$ cat config.mk
export PLATFORM = sky130hd
export DESIGN_NAME = sb_tx_scheduler
export DESIGN_NICKNAME = d
export VERILOG_FILES = /design/src/rtl/sb_tx_scheduler.sv
export SDC_FILE = /design/constraint.sdc
export NUM_CORES = 1
export LEC_CHECK = 0
export CAP_MARGIN = 20
export CORE_ASPECT_RATIO = 0.7
export CORE_UTILIZATION = 44
export DETAILED_ROUTE_END_ITERATION = 10
export PLACE_DENSITY = 0.87
export RECOVER_POWER = 100
export REMOVE_ABC_BUFFERS = 1
export SYNTH_ARGS = -nofsm -noshare
export SYNTH_HDL_FRONTEND = slang
export SYNTH_SLANG_ARGS = --single-unit
$ cat constraint.sdc
create_clock -name clk -period 3.15 [get_ports clk]
set_input_delay 0.63 -clock clk [delete_from_list [all_inputs] [get_ports clk]]
set_output_delay 0.63 -clock clk [all_outputs]
set_load 0.005 [all_outputs]
$ cat src/rtl/sb_tx_scheduler.sv
// Sideband link controller: round-robin arbitration of NUM_REQ sources onto one serializer, plus RX done handshake.
// Latency: grant, data and clk_ser_en one edge after arbitration; rx_valid two edges after de_ser_done is first sampled.
// Backpressure: requesters hold req_valid/req_data until gnt; no new grant while busy or while sb_en is low.
module sb_tx_scheduler #(
  parameter int NUM_REQ    = 3,
  parameter int DATA_W     = 64,
  parameter int SER_CYCLES = 64,
  parameter int GAP_CYCLES = 32
) (
  input  logic                      clk,
  input  logic                      rst_n,
  input  logic                      sb_en,
  input  logic [NUM_REQ-1:0]        req_valid,
  input  logic [NUM_REQ*DATA_W-1:0] req_data,
  output logic [NUM_REQ-1:0]        gnt,
  output logic [DATA_W-1:0]         fifo_data_out,
  output logic                      clk_ser_en,
  output logic                      pack_finished,
  output logic                      busy,
  input  logic [DATA_W-1:0]         deser_data,
  input  logic                      de_ser_done,
  output logic                      de_ser_done_sampled,
  output logic [DATA_W-1:0]         rx_data,
  output logic                      rx_valid
);

  localparam int CNT_MAX = (SER_CYCLES > GAP_CYCLES) ? SER_CYCLES : GAP_CYCLES;
  localparam int CW      = $clog2(CNT_MAX);
  localparam int RW      = (NUM_REQ > 1) ? $clog2(NUM_REQ) : 1;
  localparam logic [CW-1:0] SER_LAST = CW'(SER_CYCLES - 1);
  localparam logic [CW-1:0] GAP_LAST = CW'(GAP_CYCLES - 1);
  localparam logic [RW-1:0] RR_INIT  = RW'(NUM_REQ - 1);

  typedef enum logic [1:0] {IDLE, SEND, GAP} state_t;

  state_t              state, state_nxt;
  logic [CW-1:0]       cnt, cnt_nxt;
  logic [RW-1:0]       rr, rr_nxt;
  logic [RW-1:0]       win, idx;
  logic                found;
  logic [NUM_REQ-1:0]  gnt_nxt;
  logic [DATA_W-1:0]   data_nxt;
  logic                ser_nxt, pf_nxt, busy_nxt;
  logic [DATA_W-1:0]   req_arr [NUM_REQ];
  logic                sync_s1, sync_s2;

  // Split the packed request bus into one packet per requester.
  for (genvar i = 0; i < NUM_REQ; i++) begin : g_unpack
    assign req_arr[i] = req_data[i*DATA_W +: DATA_W];
  end

  // Round-robin pick: first pending requester after the last winner, wrapping.
  always_comb begin
    found = 1'b0;
    win   = '0;
    idx   = '0;
    for (int k = 1; k <= NUM_REQ; k++) begin
      idx = RW'((int'(rr) + k) % NUM_REQ);
      if (!found && req_valid[idx]) begin
        found = 1'b1;
        win   = idx;
      end
    end
  end

  // Packet sequencer next-state and next-output logic.
  always_comb begin
    state_nxt = state;
    cnt_nxt   = cnt;
    rr_nxt    = rr;
    gnt_nxt   = '0;
    data_nxt  = fifo_data_out;
    ser_nxt   = clk_ser_en;
    pf_nxt    = pack_finished;
    busy_nxt  = busy;
    case (state)
      IDLE: begin
        if (sb_en && found) begin
          gnt_nxt   = NUM_REQ'(1) << win;
          data_nxt  = req_arr[win];
          ser_nxt   = 1'b1;
          busy_nxt  = 1'b1;
          rr_nxt    = win;
          cnt_nxt   = '0;
          state_nxt = SEND;
        end
      end
      SEND: begin
        if (cnt == SER_LAST) begin
          cnt_nxt   = '0;
          ser_nxt   = 1'b0;
          pf_nxt    = 1'b1;
          state_nxt = GAP;
        end else begin
          cnt_nxt = cnt + CW'(1);
        end
      end
      GAP: begin
        if (cnt == GAP_LAST) begin
          cnt_nxt   = '0;
          pf_nxt    = 1'b0;
          busy_nxt  = 1'b0;
          state_nxt = IDLE;
        end else begin
          cnt_nxt = cnt + CW'(1);
        end
      end
      default: state_nxt = IDLE;
    endcase
  end

  // State, counter, pointer and registered TX outputs.
  always_ff @(posedge clk or negedge rst_n) begin
    if (!rst_n) begin
      state         <= IDLE;
      cnt           <= '0;
      rr            <= RR_INIT;
      gnt           <= '0;
      fifo_data_out <= '0;
      clk_ser_en    <= 1'b0;
      pack_finished <= 1'b0;
      busy          <= 1'b0;
    end else begin
      state         <= state_nxt;
      cnt           <= cnt_nxt;
      rr            <= rr_nxt;
      gnt           <= gnt_nxt;
      fifo_data_out <= data_nxt;
      clk_ser_en    <= ser_nxt;
      pack_finished <= pf_nxt;
      busy          <= busy_nxt;
    end
  end

  // RX: synchronize the foreign done level, capture once per assertion, ack until it drops.
  always_ff @(posedge clk or negedge rst_n) begin
    if (!rst_n) begin
      sync_s1             <= 1'b0;
      sync_s2             <= 1'b0;
      de_ser_done_sampled <= 1'b0;
      rx_data             <= '0;
      rx_valid            <= 1'b0;
    end else begin
      sync_s1  <= de_ser_done;
      sync_s2  <= sync_s1;
      rx_valid <= 1'b0;
      if (sync_s2 && !de_ser_done_sampled) begin
        rx_data             <= deser_data;
        rx_valid            <= 1'b1;
        de_ser_done_sampled <= 1'b1;
      end else if (!sync_s2) begin
        de_ser_done_sampled <= 1'b0;
      end
    end
  end

endmodule

Yosys cells after proc, flatten, opt, wreduce, memory -nomap -nowiden --
Cells that the tools add are included.
Cells by class: add/subtract/negate cells 4, divide/modulo/power cells 3, order comparisons 4, eq/ne operators 8, shift operators 1, mux-type cells 35, bitwise gates (word level) 1, reductions and logical operators 18
Operators with widths (count):
- $bmux 64 s2 | 1
- $mux 64 | 2
- $mod 32x3->32 const B | 3
- $mux 6 | 3
- $pmux 6 s3 | 1
- $mux 1 | 13
- $mux 2 | 6
- $reduce_and 3->1 | 4
- $lt 2x3->1 const B | 3
- $add 2x2->3 const B | 2
- $add 6x1->6 const B | 1
- $bmux 1 s2 | 3
- $eq 6x5->1 const B | 1
- $eq 6x6->1 const B | 1
- $mux 3 | 2
- $ne 2x2->1 const B | 3
- $pmux 1 s2 | 3
- $pmux 2 s3 | 1
- $reduce_bool 2->1 | 3
- $logic_and 1x1->1 | 4
- $reduce_and 2->1 | 2
- $add 2x1->3 const B | 1
- $ge 3x3->1 const B | 1
- $logic_not 1->1 | 3
- 7 further kinds | 7
Storage, ports and cells: register bits 148, input port bits 263, output and inout port bits 136

Depth between registers and ports, before layout --
depth after elaboration 15, mapped depth 11, mapped depth without buffers 7

Worst setup path after synthesis --
Ideal clock, no wire load.
path kind reg2reg, from register rr[1], to register fifo_data_out[37], library setup time 0.127 ns, arrival time 2.284 ns, required time 3.023 ns, slack 0.739 ns, stages on the path, launching flop included 10, clock period less this slack 2.411 ns, cell sequence dfstp_2 > ha_1 > buf_4 > and3b_1 > o21bai_2 > buf_2 > buf_1 > o2111a_1 > nor3_1 > o211ai_2
Between the ends: word-level cells in the longest chain between the ends 15
RTL lines:
- start, declared | line 38 | logic [RW-1:0] rr, rr_nxt;
- start signal, assigned | line 126 | rr <= rr_nxt;
- $add 2x1->3 | line 58 | idx = RW'((int'(rr) + k) % NUM_REQ);
- $mod 32x3->32 | line 58
- $bmux 1 s2 | line 59 | if (!found && req_valid[idx]) begin
- $mux 1 (implied by the code) | line 59
- $mux 1 | line 59
- $logic_not 1->1 | line 59
- $logic_and 1x1->1 | line 59
- $mux 1 | line 59
- $logic_not 1->1 | line 59
- $logic_and 1x1->1 | line 59
- $mux 2 | line 59
- $not 2->3 (implied by the code) | line 80 | data_nxt = req_arr[win];
- $bmux 64 s2 | line 80
- $mux 64 (implied by the code) (2 in series) | line 80
- end signal, assigned | line 128 | fifo_data_out <= data_nxt;
- end, declared | line 16 | output logic [DATA_W-1:0] fifo_data_out,
Several ways; a longest one is shown, not always the timed one. The select of a mux whose other input is x is not followed. A chain may end at the register's enable or synchronous reset.

Worst setup path after layout --
from register rr[0], to register fifo_data_out[32]
The elaborated chain is that of the path after synthesis.

==> reports/results.ini <==
[placed_design]
detailed_place_hpwl_um = 26000
place_ws_ns = 0.198
place.port_buffers = 398
gp_congestion = 0.898
placed_area_um2 = 14100
dp.cells = 1669

[setup_path]
worstPathArrival_ns = 3.26
crit_chain = inv_1 -> ha_1 -> and3b_2 -> o21ba_1 -> a311oi_2 -> buf_4 -> nand3_1 -> o211ai_1
crit_type = reg2reg
end_kind = flop
path_buf_inv = 2
cp_max_fo = 27
required_ns = 3.47
startpoint_type = flop
cp_slowest_stage_delay_ns = 0.56
path_delay_family = compound AO/OA/AOI/OAI gates
critPathSlowestCell = ha_1

[drt]
drcViolationCount = 0
drtIter0Drc = 1644
finalWirelength_um = 37600
wl_per_cell_um = 22.1
via_per_inst = 6.39
num_vias = 10900
firstDrtPassIters = 5
drt.antenna.violating_nets = 0

[yosys]
yosys.cell_count.top_type = nand2_1
synth_top_area_cell = dfrtp_1
synth-main-ff-cell = dfrtp_1
yosys-top-cells-area = dfrtp_1 (37%), o211ai_1 (7.8%), nand2_1 (7.6%), mux2_2 (7.6%), o2111a_1 (7.3%)
yosysTopAreaCellShare_pct = 37.4
async_reset_ff_share_pct = 100
synth_commonest_cells = nand2_1 (200), dfrtp_1 (147), nor3_1 (129)
synth_area_um2 = 9840
synth.avg_cell_area_um2 = 9.03
synthCells = 1090
yosysSeqAreaShare_pct = 37.7
synth-warning-count = 0
synth-seq-cells = 148
synth_cell_type_count = 53
synth-edff-count = 0

[layout]
synthToLayoutAreaGrowth_pct = 47.5
design_area_um2 = 14500
multi_input_area_um2 = 5480
antenna_cells = 0
fin_util_pct = 66.6
finalNonFillerCells = 1701
drive_above_1_share_pct = 10.5
nets = 1678
final-seq-area_um2 = 3700
fillers = 1666

[worst_hold_path]
worst_hold_path_type = reg2reg

[clock_tree]
cts_resized = 0
cts_buffer_depth = 2
clock-sinks = 148
cts_tree = built
postCtsHoldBufs = 0
cts_made_buffers = 17
post_cts_buffers = 0
clock_latency_ns = 0.43
clock_tree.root_cell = clkbuf_16
cts.clk_slew.worst_paths_ns = 0.07
cts-htree-levels = 4

[die]
core_um2 = 21800
start_util_pct = 45.2
row_count = 45
die-area_um2 = 23000
die_h_um = 127
die_x_um = 181
io_pins = 399

[pwr]
ir_drop_mv = 0.835
p_leak_nw = 5.71
power_mw = 13.9
p_per_area_nw_per_um2 = 954

[grt]
antenna_found_initial = 1
grt_pass1_wl_um = 58600
track_usage_pct = 32.1
grt_pass1_vias = 10400
grt_overflow = 0
grt_max_degree = 131

[timing]
finalSetupTns_ns = 0
worstMarginPinSlew_ns = 1.99
rsz0062_at_grt = false
fin_crit_sh_pct = 93.3
slew_headroom_pct = -32.6
finalSetupViolations = 0
finalHoldViolCount = 0
setup_ws_ns = 0.210
hold_ws_ns = 0.352
fmax_mhz = 340
drv_slew = 140
finClkSkew_ns = 0.0102
fin_crit_ns = 2.94

[run_status]
violations = max-capacitance violations, max-slew violations
status = finished, violations left

[job]
cap_violations = 2

==> area by class of cell <==
cell class	count	share of cell area [%]
sequential	148	25.5
tap	282	2.43
multi-input combinational	802	37.8
clock inverter	14	0.983
clock buffer	18	2.96
inverter	10	0.259
timing repair buffer	427	30.1
==> cell families after synthesis <==
| kind of cell | Yosys count | synth area share [%] |
|---|---|---|
| flops | 148 | 37.7 |
| simple gates | 423 | 19.4 |
| compound gates | 299 | 27.7 |
| buf+inv | 140 | 6.07 |
| mux | 71 | 8.07 |
| fa+ha+maj | 9 | 1.14 |
==> final timing paths <==
check / start / to / slack [ns] / cells past startpoint
max in group asynchronous: rst_n / fifo_data_out[11]$_DFFE_PN0P_ / 0.99 / 2
worst min-delay path: sync_s1$_DFF_PN0_ / sync_s2$_DFF_PN0_ / 0.35 / 0
worst max-delay path: rr[0]$_DFFE_PN0P_ / fifo_data_out[32]$_DFFE_PN0P_ / 0.21 / 8
min in group asynchronous: rst_n / fifo_data_out[60]$_DFFE_PN0P_ / 0.77 / 1
worst max register to register: rr[0]$_DFFE_PN0P_ / fifo_data_out[32]$_DFFE_PN0P_ / 0.21 / 8
worst min register to register: sync_s1$_DFF_PN0_ / sync_s2$_DFF_PN0_ / 0.35 / 0
==> sequential cells by signal, indices dropped and copies added, names as in the netlist <==
name	flops
state	2
rr	2
rx_data	64
fifo_data_out	64
rx_valid	1
busy	1
gnt	3
sync_s1	1
clk_ser_en	1
sync_s2	1
cnt	6
pack_finished	1
de_ser_done_sampled	1
==> power by group <==
group	internal [mW]	switching [mW]	leakage, nW
logic	3.63	5.38	3.64
clock network	1.05	0.960	0.273
registers	2.50	0.340	1.79
==> cell usage in the layout (no fill, tap or decap), types with 13 or more instances in the layout <==
master | netlist | final
buf_12 | 0 | 14
buf_4 | 7 | 13
clkbuf_16 | 0 | 17
clkdlybuf4s50_1 | 0 | 260
dfrtp_1 | 147 | 147
dlygate4sd3_1 | 0 | 137
mux2_2 | 66 | 64
nand2_1 | 200 | 200
nand3_1 | 67 | 67
nor3_1 | 129 | 129
o2111a_1 | 64 | 64
o2111ai_1 | 64 | 64
o211ai_1 | 102 | 123
==> per-layer routing <==
layer	wire, µm	up-vias	global-route usage [%]	part of all wire, %
met4	680	2	7.34	1.8
met2	18400	653	53.7	49
met5	13	-	0	0.035
met1	15200	5304	42.2	40
li1	-	4838	-	-
met3	3330	73	7.50	8.8
==> worst reg2reg max path: cells and delay by family, from the launching register on <==
family	cells	cell delay [ns]
DFF	1	0.39
AOI/OAI and AO/OA	3	0.88
adders and majority gates	1	0.56
buffers and inverters	2	0.52
and+or+nand+nor	2	0.49
(Power assumes the default switching activity.)
